<file path="src/rtl/ucode_engine_if.sv">
// Host-side bus of the microcoded engine.
//
// Handshake: the host may pulse start whenever busy is low. The engine
// samples start only in IDLE. busy is high for every cycle the engine executes
// microcode. done is a single-cycle pulse, with busy already low, that marks
// the end of a run. err and steps are valid while done is high and hold until
// the next accepted start. Program and operand writes (prog_we, ld_we) are
// honoured only while the engine is idle. rd_idx/rd_data is an asynchronous
// read port that is usable in every state.
//
// Signals
//   start, busy, done, err, steps   run control and status
//   prog_we, prog_addr, prog_data   microcode write port
//   ld_we, ld_idx, ld_data          register-file write port
//   rd_idx, rd_data                 register-file read port
interface ucode_engine_if #(
  parameter int P_WIDTH       = 32,
  parameter int P_NUM_REGS    = 4,
  parameter int P_LOG_MEMSIZE = 4,
  parameter int P_STEP_W      = 10
);
  localparam int R = $clog2(P_NUM_REGS);
  localparam int L = P_LOG_MEMSIZE;
  localparam int I = 3 + 2 * R + L;

  logic                start;
  logic                busy;
  logic                done;
  logic                err;
  logic [P_STEP_W-1:0] steps;
  logic                prog_we;
  logic [L-1:0]        prog_addr;
  logic [I-1:0]        prog_data;
  logic                ld_we;
  logic [R-1:0]        ld_idx;
  logic [P_WIDTH-1:0]  ld_data;
  logic [R-1:0]        rd_idx;
  logic [P_WIDTH-1:0]  rd_data;

  modport master (
    output start, prog_we, prog_addr, prog_data, ld_we, ld_idx, ld_data, rd_idx,
    input  busy, done, err, steps, rd_data
  );

  modport slave (
    input  start, prog_we, prog_addr, prog_data, ld_we, ld_idx, ld_data, rd_idx,
    output busy, done, err, steps, rd_data
  );
endinterface

</file>
<file path="src/rtl/ucode_engine.sv">
// Microcoded datapath engine. It contains a register file of P_NUM_REGS
// operands, a writable microcode store of 2^P_LOG_MEMSIZE words and a
// branching sequencer. The engine executes one microinstruction per cycle
// until it reaches HALT or hits the step limit.
//
// Ports
//   clk        clock
//   rst        asynchronous, active-high reset; clears registers and microcode
//   bus        host bus (ucode_engine_if.slave): start/busy/done/err/steps,
//              microcode write port, register load port, register read port
//   state_dbg  current FSM state (0 IDLE, 1 RUN, 2 DONE)
//
// Microinstruction word: {opc[2:0], rd[R], rs[R], tgt[L]}
//   0 NOP  1 MOV  2 SUB  3 ADD  4 BEQ  5 BLT  6 JMP  7 HALT
module ucode_engine #(
  parameter int P_WIDTH       = 32,
  parameter int P_NUM_REGS    = 4,
  parameter int P_LOG_MEMSIZE = 4,
  parameter int P_STEP_W      = 10
) (
  input  logic              clk,
  input  logic              rst,
  ucode_engine_if.slave     bus,
  output logic [1:0]        state_dbg
);
  localparam int R     = $clog2(P_NUM_REGS);
  localparam int L     = P_LOG_MEMSIZE;
  localparam int I     = 3 + 2 * R + L;
  localparam int DEPTH = 1 << L;

  localparam logic [2:0] OP_MOV  = 3'd1;
  localparam logic [2:0] OP_SUB  = 3'd2;
  localparam logic [2:0] OP_ADD  = 3'd3;
  localparam logic [2:0] OP_BEQ  = 3'd4;
  localparam logic [2:0] OP_BLT  = 3'd5;
  localparam logic [2:0] OP_JMP  = 3'd6;
  localparam logic [2:0] OP_HALT = 3'd7;

  typedef enum logic [1:0] {
    S_IDLE = 2'd0,
    S_RUN  = 2'd1,
    S_DONE = 2'd2
  } state_t;

  state_t              state, state_nxt;
  logic [P_WIDTH-1:0]  regs [P_NUM_REGS];
  logic [I-1:0]        mem  [DEPTH];
  logic [L-1:0]        pc, pc_nxt;
  logic [P_STEP_W-1:0] steps_q, steps_inc;
  logic                err_q;

  logic [I-1:0]        instr;
  logic [2:0]          opc;
  logic [R-1:0]        rd, rs;
  logic [L-1:0]        tgt;
  logic [P_WIDTH-1:0]  va, vb;
  logic                at_limit;

  // Decode the word at pc. Operand reads are combinational, so a register
  // written by one instruction is seen by the very next one.
  assign instr     = mem[pc];
  assign opc       = instr[I-1 -: 3];
  assign rd        = instr[L+R +: R];
  assign rs        = instr[L +: R];
  assign tgt       = instr[L-1:0];
  assign va        = regs[rd];
  assign vb        = regs[rs];
  assign steps_inc = steps_q + P_STEP_W'(1);
  // The instruction that brings the counter to all-ones is the last one
  // allowed. The counter therefore saturates there and never wraps.
  assign at_limit  = (steps_inc == {P_STEP_W{1'b1}});

  // Sequencer: pc+1 wraps naturally at the top of the store.
  always_comb begin
    pc_nxt = pc + L'(1);
    case (opc)
      OP_BEQ:  if (va == vb) pc_nxt = tgt;
      OP_BLT:  if (va < vb)  pc_nxt = tgt;
      OP_JMP:  pc_nxt = tgt;
      default: ;
    endcase
  end

  // FSM state register
  always_ff @(posedge clk or posedge rst) begin
    if (rst) state <= S_IDLE;
    else     state <= state_nxt;
  end

  // FSM next-state logic
  always_comb begin
    state_nxt = state;
    case (state)
      S_IDLE:  if (bus.start) state_nxt = S_RUN;
      S_RUN:   if (opc == OP_HALT || at_limit) state_nxt = S_DONE;
      S_DONE:  state_nxt = S_IDLE;
      default: state_nxt = S_IDLE;
    endcase
  end

  // FSM outputs
  always_comb begin
    bus.busy = (state == S_RUN);
    bus.done = (state == S_DONE);
  end

  assign bus.err     = err_q;
  assign bus.steps   = steps_q;
  assign bus.rd_data = regs[bus.rd_idx];
  assign state_dbg   = state;

  // Microcode store: host-writable only while idle.
  always_ff @(posedge clk or posedge rst) begin
    if (rst) begin
      for (int i = 0; i < DEPTH; i++) mem[i] <= '0;
    end else if (state == S_IDLE && bus.prog_we) begin
      mem[bus.prog_addr] <= bus.prog_data;
    end
  end

  // Register file: the host writes it while idle, and microcode writes it while running.
  always_ff @(posedge clk or posedge rst) begin
    if (rst) begin
      for (int i = 0; i < P_NUM_REGS; i++) regs[i] <= '0;
    end else if (state == S_IDLE) begin
      if (bus.ld_we) regs[bus.ld_idx] <= bus.ld_data;
    end else if (state == S_RUN) begin
      case (opc)
        OP_MOV:  regs[rd] <= vb;
        OP_SUB:  regs[rd] <= va - vb;
        OP_ADD:  regs[rd] <= va + vb;
        default: ;
      endcase
    end
  end

  // Control registers: pc, step counter, timeout flag
  always_ff @(posedge clk or posedge rst) begin
    if (rst) begin
      pc      <= '0;
      steps_q <= '0;
      err_q   <= 1'b0;
    end else begin
      case (state)
        S_IDLE: begin
          if (bus.start) begin
            pc      <= '0;
            steps_q <= '0;
            err_q   <= 1'b0;
          end
        end
        S_RUN: begin
          steps_q <= steps_inc;
          pc      <= pc_nxt;
          if (opc != OP_HALT && at_limit) err_q <= 1'b1;
        end
        default: ;
      endcase
    end
  end
endmodule

</file>
<file path="src/flat_wrapper.sv">
// flat-port wrapper written by rule: the top's interface ports become plain ports
module ucode_engine_flat 
#(
  parameter int P_WIDTH       = 32,
  parameter int P_NUM_REGS    = 4,
  parameter int P_LOG_MEMSIZE = 4,
  parameter int P_STEP_W      = 10
)
  (clk, rst, state_dbg, bus_start, bus_prog_we, bus_prog_addr, bus_prog_data, bus_ld_we, bus_ld_idx, bus_ld_data, bus_rd_idx, bus_busy, bus_done, bus_err, bus_steps, bus_rd_data);
  ucode_engine_if #(.P_WIDTH(P_WIDTH), .P_NUM_REGS(P_NUM_REGS), .P_LOG_MEMSIZE(P_LOG_MEMSIZE), .P_STEP_W(P_STEP_W)) bus_i ();
  input  logic clk;
  input  logic rst;
  output logic [1:0] state_dbg;
  input wire logic [$bits(bus_i.start)-1:0] bus_start;
  input wire logic [$bits(bus_i.prog_we)-1:0] bus_prog_we;
  input wire logic [$bits(bus_i.prog_addr)-1:0] bus_prog_addr;
  input wire logic [$bits(bus_i.prog_data)-1:0] bus_prog_data;
  input wire logic [$bits(bus_i.ld_we)-1:0] bus_ld_we;
  input wire logic [$bits(bus_i.ld_idx)-1:0] bus_ld_idx;
  input wire logic [$bits(bus_i.ld_data)-1:0] bus_ld_data;
  input wire logic [$bits(bus_i.rd_idx)-1:0] bus_rd_idx;
  output wire logic [$bits(bus_i.busy)-1:0] bus_busy;
  output wire logic [$bits(bus_i.done)-1:0] bus_done;
  output wire logic [$bits(bus_i.err)-1:0] bus_err;
  output wire logic [$bits(bus_i.steps)-1:0] bus_steps;
  output wire logic [$bits(bus_i.rd_data)-1:0] bus_rd_data;
  assign bus_i.start = bus_start;
  assign bus_i.prog_we = bus_prog_we;
  assign bus_i.prog_addr = bus_prog_addr;
  assign bus_i.prog_data = bus_prog_data;
  assign bus_i.ld_we = bus_ld_we;
  assign bus_i.ld_idx = bus_ld_idx;
  assign bus_i.ld_data = bus_ld_data;
  assign bus_i.rd_idx = bus_rd_idx;
  assign bus_busy = bus_i.busy;
  assign bus_done = bus_i.done;
  assign bus_err = bus_i.err;
  assign bus_steps = bus_i.steps;
  assign bus_rd_data = bus_i.rd_data;
  ucode_engine #(.P_WIDTH(P_WIDTH), .P_NUM_REGS(P_NUM_REGS), .P_LOG_MEMSIZE(P_LOG_MEMSIZE), .P_STEP_W(P_STEP_W)) u_core (.clk(clk), .rst(rst), .bus(bus_i), .state_dbg(state_dbg));
endmodule
</file>
<file path="config.mk">
export PLATFORM = sky130hd
export DESIGN_NAME = ucode_engine_flat
export DESIGN_NICKNAME = d
export VERILOG_FILES = /design/src/rtl/ucode_engine_if.sv /design/src/rtl/ucode_engine.sv /design/src/flat_wrapper.sv
export SDC_FILE = /design/constraint.sdc
export NUM_CORES = 1
export LEC_CHECK = 0
export BUFFER_PORTS_ARGS = -buffer_cell sky130_fd_sc_hd__buf_2
export CORE_MARGIN = 4
export CORE_UTILIZATION = 45
export DETAILED_ROUTE_END_ITERATION = 16
export PLACE_DENSITY_LB_ADDON = 0.1
export SETUP_SLACK_MARGIN = 0.02
export SYNTH_ARGS = -nofsm -noshare
export SYNTH_HDL_FRONTEND = slang
export SYNTH_SLANG_ARGS = --single-unit
</file>
<file path="constraint.sdc">
create_clock -name clk -period 29.4 [get_ports clk]
set_input_delay 2.94 -clock clk [delete_from_list [all_inputs] [get_ports clk]]
set_output_delay 2.94 -clock clk [all_outputs]
set_load 0.05 [all_outputs]
</file>
# == Word level (Yosys, flattened, before mapping) ==
# Cells that the tools add are included.
# word_totals
ff_bits,321
input_bits,56
out_inout_bits,47
word_cells,113
# classes
addsub,4
magnitude_cmp,10
eq_ne,16
muxes,40
bitwise,6
reduce_logical,13
# op_table
op,n
$bwmux 128,4
$mux 128,3
$pmux 128 s3,1
$mux 32,8
$bmux 32 s2,3
$bwmux 176,1
$demux 32 s2,2
$bmux 11 s4,1
$demux 11 s4,1
$mux 11,3
$add 32x32->32,1
$eq 32x32->1,1
$lt 32x32->1,1
$sub 32x32->32,1
$pmux 10 s2,1
$eq 3x3->1 const B,4
$ge 3x3->1 const B,4
$mux 4,3
$not 2->3,4
$pmux 4 s3,1
$add 10x1->10 const B,1
$eq 10x10->1 const B,1
$ge 5x5->1 const B,2
$mux 10,1
23 further kinds,36

# == Depth between registers and ports, before layout ==
# Gate-level depths: netlist (run 1).
# depth
ltp_word,13
ltp_mapped,24

# == Worst setup path after synthesis (run 1) ==
# No wires, ideal clock.
# synth_timing
path_kind,input -> output
startpoint,input bus_rd_idx[0]
endpoint,output bus_rd_data[10]
arrival_time_ns,4.429
slack_ns,22.031
cell_stages,3
path_buffers,2
path_cell_list,clkbuf_1 -> buf_1 -> mux4_2
# synth_between
elab_chain_len,4
# synth_lines
item,line_no,rtl
"start, declared",flat_wrapper.sv:21,input wire logic [$bits(bus_i.rd_idx)-1:0] bus_rd_idx;
$not 2->3 (not written as such),ucode_engine.sv:109,assign bus.rd_data = regs[bus.rd_idx];
$bmux 32 s2,ucode_engine.sv:109,
$mux 32 (not written as such) (2 in a row),ucode_engine.sv:109,
"end, declared",flat_wrapper.sv:26,output wire logic [$bits(bus_i.rd_data)-1:0] bus_rd_data;
# Every way passes these cells. The select of a mux whose other input is x is not followed.

# == Worst setup path after layout (run 1) ==
# layout_timing
startpoint,input bus_rd_idx[1]
endpoint,output bus_rd_data[28]
# Same word-level chain as after synthesis.

==> results.md, run 1 <==
* Status: finished, final reports clean
* Final routed wirelength across all metal layers at 86180 um
* Setup TNS Final at 0 ns
* Via-to-Cell Ratio at 6.548
* Buffers inserted during post-CTS setup optimization at 0
* Signed area change from the synthesized netlist to the final layout at 10.06%
* Fraction of power consumed by sequential logic at 43.0%
* Share of final-layout standard cells stronger than drive strength 1 at 25.57%
* Family with the most delay on the worst path: buffers and inverters
* Num Clock Sinks at 321
* Share of Yosys cell area claimed by the top area cell type at 35.76%
* Synthesis warning total at 0
* Clock Tree Buf Depth at 3
* Cell chosen for the clock root: sky130_fd_sc_hd__clkbuf_16
* Slew headroom at 12.03%
* I/O pins at 103
* RSZ-0062 raised after global routing: no
* Arrival time reported for the critical path endpoint at 4.47 ns
* Synth Area per Inst at 9.753 um^2
* Number of enable flip-flop cells after synthesis at 0
* Port-buffer cells at 102
* Cell with the most instances after synthesis: sky130_fd_sc_hd__dfrtp_1
* Total buffers and inverters traversed by the critical path at 2
* Delay of the slowest cell on the worst path at 0.79 ns
* P_int at 767.4 uW
* Type of the worst setup path: input pin to primary output
* Required time at the worst-slack endpoint at 26.46 ns
* CP most frequent cell: sky130_fd_sc_hd__buf_2
* Largest net degree at the start of global routing at 130
* Slowest CP cell: sky130_fd_sc_hd__buf_2
* Final weighted congestion in routability-driven placement at 1.002
* Number of max-cap violations at 0
* GRT overflow at 0
* Number of violations reported at the end of detailed-routing iteration 0 at 1885
* Worst-path clk slew at 0.06 ns
* Total power per unit cell area at 42.08 nW/um^2
* Number of remaining DRC errors at 0
* Final period demand of the worst path at 7.408 ns
* Footprint of the multi-input gates at 13450 um^2
* Fillers at 4554
* Number of global-route vias before repair at 19.55k
* Post-synth ARST share at 100.0%
* Number of standard cells in the final layout excluding fillers at 3008
* Main synth FF type: sky130_fd_sc_hd__dfrtp_1
* Clock latency reported for the late side of the worst-skew pair at 0.58 ns
* Clock tree from TritonCTS: done
* Die width at 231.4 um
* Total Die Area at 53550 um^2
* Post-Place Cells at 2937
* Hold_buf cts at 0
* Number of core rows at 81
* Net load switching power at 272.8 uW
* Number of register bits inferred by synthesis at 321
* Initial core utilization at 45.69%
* Die H at 231.4 um
* Share of the clock period used by the worst path after layout at 25.20%
* Fraction of power spent switching nets at 26.23%
* Kind of end point of the critical path: primary output
* Launching element type of the critical path: input pin
* Syn_nets at 2427
* Number of antenna violations at the first check in global routing at 8
* Via count at 19.70k
* Depth of the CTS H-tree at 2
* List of cells traversed by the critical path: buf_2 > mux4_2 > buf_2
* Number of buffers inserted during clock tree synthesis at 39
* Clock Power Share at 47.2%
* Count of cells resized by post-cts repair at 0
* Cell leakage power at 0.01053 uW
* Hold Path Class: flop to flop
* Routed len/inst at 28.65 um
* Final Skew at 0.03313 ns
* Top post-synthesis cells by count: 321 x sky130_fd_sc_hd__dfrtp_1, 218 x sky130_fd_sc_hd__mux2_2, 215 x sky130_fd_sc_hd__nand2_1, 205 x sky130_fd_sc_hd__nor2_1, 156 x sky130_fd_sc_hd__a21oi_1
* Core region area at 49150 um^2
* Sequential-to-total area share from yosys stat at 35.76%
* Final setup violation count at 0
* Detailed-router iteration count before antenna repair at 5
* Peak Freq at 135.0 MHz
* Distinct cell type count after synthesis at 90
* Area leader, netlist: sky130_fd_sc_hd__dfrtp_1
* First-pass GRT wire length at 128700 um
* Worst-Margin Slew at 1.318 ns
* FF+latch area at 8035 um^2
* Synthesized instance count at 2303
* Final slew viol count at 0
* Global routing usage summed across all routing layers at 31.85%
* Comb pwr share at 9.8%
* Largest fanout of any net on the critical path at 32
* Half-perimeter wire length after placement at 58360 um
* Final ANT Viol Nets at 0
* Peak ir drop on the vdd network at 0.05895 mV
* Number of endpoints with negative hold slack in the final report at 0
* Net total in the final layout at 2438
* Cells taking the most area after synthesis: sky130_fd_sc_hd__dfrtp_1 36%, sky130_fd_sc_hd__mux2_2 11%, sky130_fd_sc_hd__mux4_2 7.9%
* Cell area after synthesis at 22460 um^2
-- placed cells by master, fill, tap and decap left out, drive strengths merged, types with 43 or more instances in the layout --
cell type and instances:
mux2i 68, buf 147, nand2 216, inv 70, nor2 207, ha 66
a211oi 43, a21oi 171, o21ai 152, mux4 81, mux2 221, dfrtp 321
clkbuf 58
-- path summary, 6_finish.rpt --
path                            depth (start not counted)                  startpoint  slack, ns                     endpoint
worst max register to register                         20    u_core.pc[1]$_DFFE_PP0P_      22.14  u_core.regs[58]$_DFFE_PP0P_
max in group asynchronous                               4                         rst      24.50   u_core.mem[97]$_DFFE_PP0P_
worst min register to register                          2  u_core.bus.err$_DFFE_PP0P_       0.49   u_core.bus.err$_DFFE_PP0P_
worst min-delay path                                    2  u_core.bus.err$_DFFE_PP0P_       0.49   u_core.bus.err$_DFFE_PP0P_
min in group asynchronous                               2                         rst       2.47  u_core.regs[72]$_DFFE_PP0P_
worst max-delay path                                    3               bus_rd_idx[1]      21.99              bus_rd_data[28]
-- tightest hold or removal path, cell delays in order, from the launching register on --
cell and delay [ns]:
sky130_fd_sc_hd__dfrtp_1 0.34, sky130_fd_sc_hd__nand2_1 0.05, sky130_fd_sc_hd__o21ai_0 0.06
-- flip-flops by register name (all words and copies together) (netlist names) --
signal / count
u_core.regs: 128
u_core.pc: 4
u_core.bus.err: 1
u_core.mem: 176
u_core.bus.steps: 10
u_core.state_dbg: 2
-- final cells by class --
class,count,area share [%]
tap,664,3.361
timing repair buffer,147,3.432
sequential,321,32.50
inverter,68,1.063
antenna,5,0.05061
clock buffer,58,4.722
multi-input combinational,1737,54.42
clock inverter,8,0.4505
-- through the flow --
step | setup slack [ns] | area, um^2 | util [%] | hold slack (ns) | power [uW]
5_1_grt | 21.78 | 24710 | 50.27 | 0.5053 | 1075
3_3_place_gp | 21.99 | 23430 | 47.66 | 0.4679 | 555.0
6_report | 21.99 | 24720 | 50.29 | 0.4880 | 1040
4_1_cts | 21.96 | 24710 | 50.27 | 0.4930 | 1049
3_5_place_dp | 21.96 | 23430 | 47.66 | 0.4808 | 556.0
2_1_floorplan | 17.58 | 22460 | - | 0.4706 | 522.4
-- cells by family after synthesis --
group                    synth area share [%]
AND/OR/NAND/NOR                         12.17
XOR/XNOR                                1.365
flip-flops                              35.76
AO/OA/AOI/OAI                           19.83
buffers and inverters                   4.679
multiplexers                            22.33
adder cells (fa/ha/maj)                 3.855
-- power by group through the flow --
stage,Sequential (uW),Combinational [uW],Clock (uW)
after floorplan,454,68.4,0
after global placement,455,99.8,0
after detailed placement,455,101,0
after CTS,447,101,500
final,447,102,491
after global routing,447,110,517
-- per-layer routing --
| metal | track usage [%] | vias up | part of all wire, % |
|---|---|---|---|
| li1 | - | 8592 | - |
| met1 | 40.06 | 9914 | 39 |
| met2 | 51.54 | 919 | 47 |
| met3 | 6.649 | 266 | 7.6 |
| met4 | 17.33 | 6 | 6.3 |
| met5 | 0 | - | 0.050 |
No activity file was read; power rests on OpenSTA's default activity.
==> run 2: changes to the inputs <==
Clock period 29.4 ns to 7.1 ns, I/O delays scaled along.
==> results.md, run 2 (synthesis gave the netlist of run 1 again) <==
* Required time at the worst-slack endpoint at 7.56 ns
* Peak ir drop on the vdd network at 0.2414 mV
* Kind of end point of the critical path: flop
* Num Clock Sinks at 321
* Final Total Pwr at 4314 uW
* Signed area change from the synthesized netlist to the final layout at 11.05%
* Cell chosen for the clock root: sky130_fd_sc_hd__clkbuf_16
* Worst-Margin Slew at 1.368 ns
* First-pass GRT wire length at 131800 um
* Die H at 231.4 um
* Commonest non-fill, non-tap cell in the layout: sky130_fd_sc_hd__dfrtp_1
* FF-to-FF setup slack at 0.87 ns
* Type of the worst setup path: flop to flop
* Number of standard cells in the final layout excluding fillers at 3034
* Core region area at 49150 um^2
* Final weighted congestion in routability-driven placement at 1.010
* Share of the clock period used by the worst path after layout at 87.76%
* Status: finished, final reports clean
* GRT overflow at 0
* Detailed-router iteration count before antenna repair at 6
* Worst-path clk slew at 0.06 ns
* Reg2Reg Launch Point: u_core.pc[0]$_DFFE_PP0P_
* RSZ-0062 raised after global routing: no
* Final period demand of the worst path at 6.231 ns
* Placed cell area at 23640 um^2
* Number of core rows at 81
* Slowest CP cell: sky130_fd_sc_hd__mux4_4
* Core Util, Final at 50.74%
* Number of violations reported at the end of detailed-routing iteration 0 at 2023
* Number of remaining DRC errors at 0
* Largest fanout of any net on the critical path at 33
* List of cells traversed by the critical path: mux4_2 > mux4_4 > mux2_2 > a21oi_2 > inv_1 > ha_1 > nor2_1 > a221oi_1 > o21ai_0 > a221oi_1 > o211ai_1 > a21oi_1 > a21oi_1 > xnor2_1 > o31ai_1 > a22o_1
* Total power per unit cell area at 173.0 nW/um^2
* Final ANT Viol Nets at 0
* Initial core utilization at 45.69%
* Final routed wirelength across all metal layers at 88350 um
* Clock latency reported for the late side of the worst-skew pair at 0.58 ns
* Worst setup endpoint: u_core.regs[57]$_DFFE_PP0P_
* Delay of the slowest cell on the worst path at 0.95 ns
* Global routing usage summed across all routing layers at 32.65%
* Half-perimeter wire length after placement at 61520 um
* Number of endpoints with negative hold slack in the final report at 0
* Final Skew at 0.01147 ns
* Largest net degree at the start of global routing at 182
* Via-to-Cell Ratio at 6.554
* I/O pins at 103
* Clock tree from TritonCTS: done
* Setup TNS Final at 0 ns
* Share of final-layout standard cells stronger than drive strength 1 at 26.67%
* Arrival time reported for the critical path endpoint at 6.69 ns
* Leading cell types in the layout, fill and taps excluded: 319 x sky130_fd_sc_hd__dfrtp_1, 218 x sky130_fd_sc_hd__mux2_2, 211 x sky130_fd_sc_hd__nand2_1
* Net total in the final layout at 2461
* Hold_buf cts at 0
* Post-Place Cells at 2959
* Final slew viol count at 0
* Largest Register: u_core.mem
* Max FFs per register at 176
* Number of buffers inserted during clock tree synthesis at 40
* Depth of the CTS H-tree at 2
* Port-buffer cells at 102
* Count of cells resized by post-cts repair at 0
* Peak Freq at 160.5 MHz
* Number of global-route vias before repair at 19.92k
* Cell depth of the worst flop-to-flop path at 16
* Buffers inserted during post-CTS setup optimization at 0
* Final non-filler cell area at 24940 um^2
* Slew headroom at 8.108%
* Final setup violation count at 0
* Endpoint of the lowest-slack register-to-register path: u_core.regs[57]$_DFFE_PP0P_
* Clock Tree Buf Depth at 3
* Number of antenna violations at the first check in global routing at 12
* Die width at 231.4 um
* Routed len/inst at 29.12 um
* Hold Path Class: input pin to asynchronous set/reset pin
* Origin of the worst setup path: u_core.pc[0]$_DFFE_PP0P_
* Cell leakage power at 0.01062 uW
* Launching element type of the critical path: flop
* Via count at 19.89k
* Number of max-cap violations at 0
* Total Die Area at 53550 um^2
run 2: worst min-delay path by stage:
stage	startpoint	end	slack (ns)	depth (start not counted)
CTS	rst	u_core.regs[93]$_DFFE_PP0P_	0.31	2
floorplan	u_core.mem[43]$_DFFE_PP0P_	u_core.mem[43]$_DFFE_PP0P_	0.47	1
detailed placement	u_core.bus.err$_DFFE_PP0P_	u_core.bus.err$_DFFE_PP0P_	0.48	2
global placement	u_core.mem[32]$_DFFE_PP0P_	u_core.mem[32]$_DFFE_PP0P_	0.48	1
global route	rst	u_core.regs[29]$_DFFE_PP0P_	0.39	2
finish	rst	u_core.regs[24]$_DFFE_PP0P_	0.31	2
run 2: layout make-up:
| cell class | instances | area (um^2) |
|---|---|---|
| well taps | 664 | 830.8 |
| repair buffers | 169 | 1051 |
| flip-flops and latches | 321 | 8035 |
| clock inverters | 19 | 188.9 |
| fillers | 4588 | 24210 |
| diodes | 4 | 10.01 |
| clock buffers | 52 | 1106 |
| inverters | 68 | 259.0 |
| multi-input cells | 1737 | 13460 |
run 2: per-layer routing:
metal / wire [um] / GRT usage (%) / up-vias
met1: 34400 / 40.96 / 9983
met5: 77 / 0 / -
met3: 6314 / 6.035 / 283
met4: 6025 / 19.08 / 10
li1: - / - / 8654
met2: 41540 / 52.91 / 956
run 2: metrics by stage:
| step | setup WS (ns) | hold WS, ns |
|---|---|---|
| final | 0.8693 | 0.3108 |
| after global routing | 0.5258 | 0.3866 |
| after CTS | 1.021 | 0.3074 |
| after detailed placement | 1.056 | 0.4839 |
| after global placement | 1.080 | 0.4801 |
| after floorplan | 1.870 | 0.4706 |
run 2: power breakdown:
part,switching [uW],leakage (uW),internal [uW],total [uW]
clock,885,0.000616,1150,2040
sequential,12.7,0.00432,1840,1850
combinational,294,0.00568,132,427
total,1190,0.0106,3120,4310
run 2: critical path, delay by kind of cell (launching register included):
family / cells / cell delay [ns]
simple gates: 1 / 0.10
buf+inv: 1 / 0.10
xor+xnor: 1 / 0.39
compound gates: 9 / 2.43
flops: 1 / 0.62
fa+ha+maj: 1 / 0.50
mux: 3 / 1.90
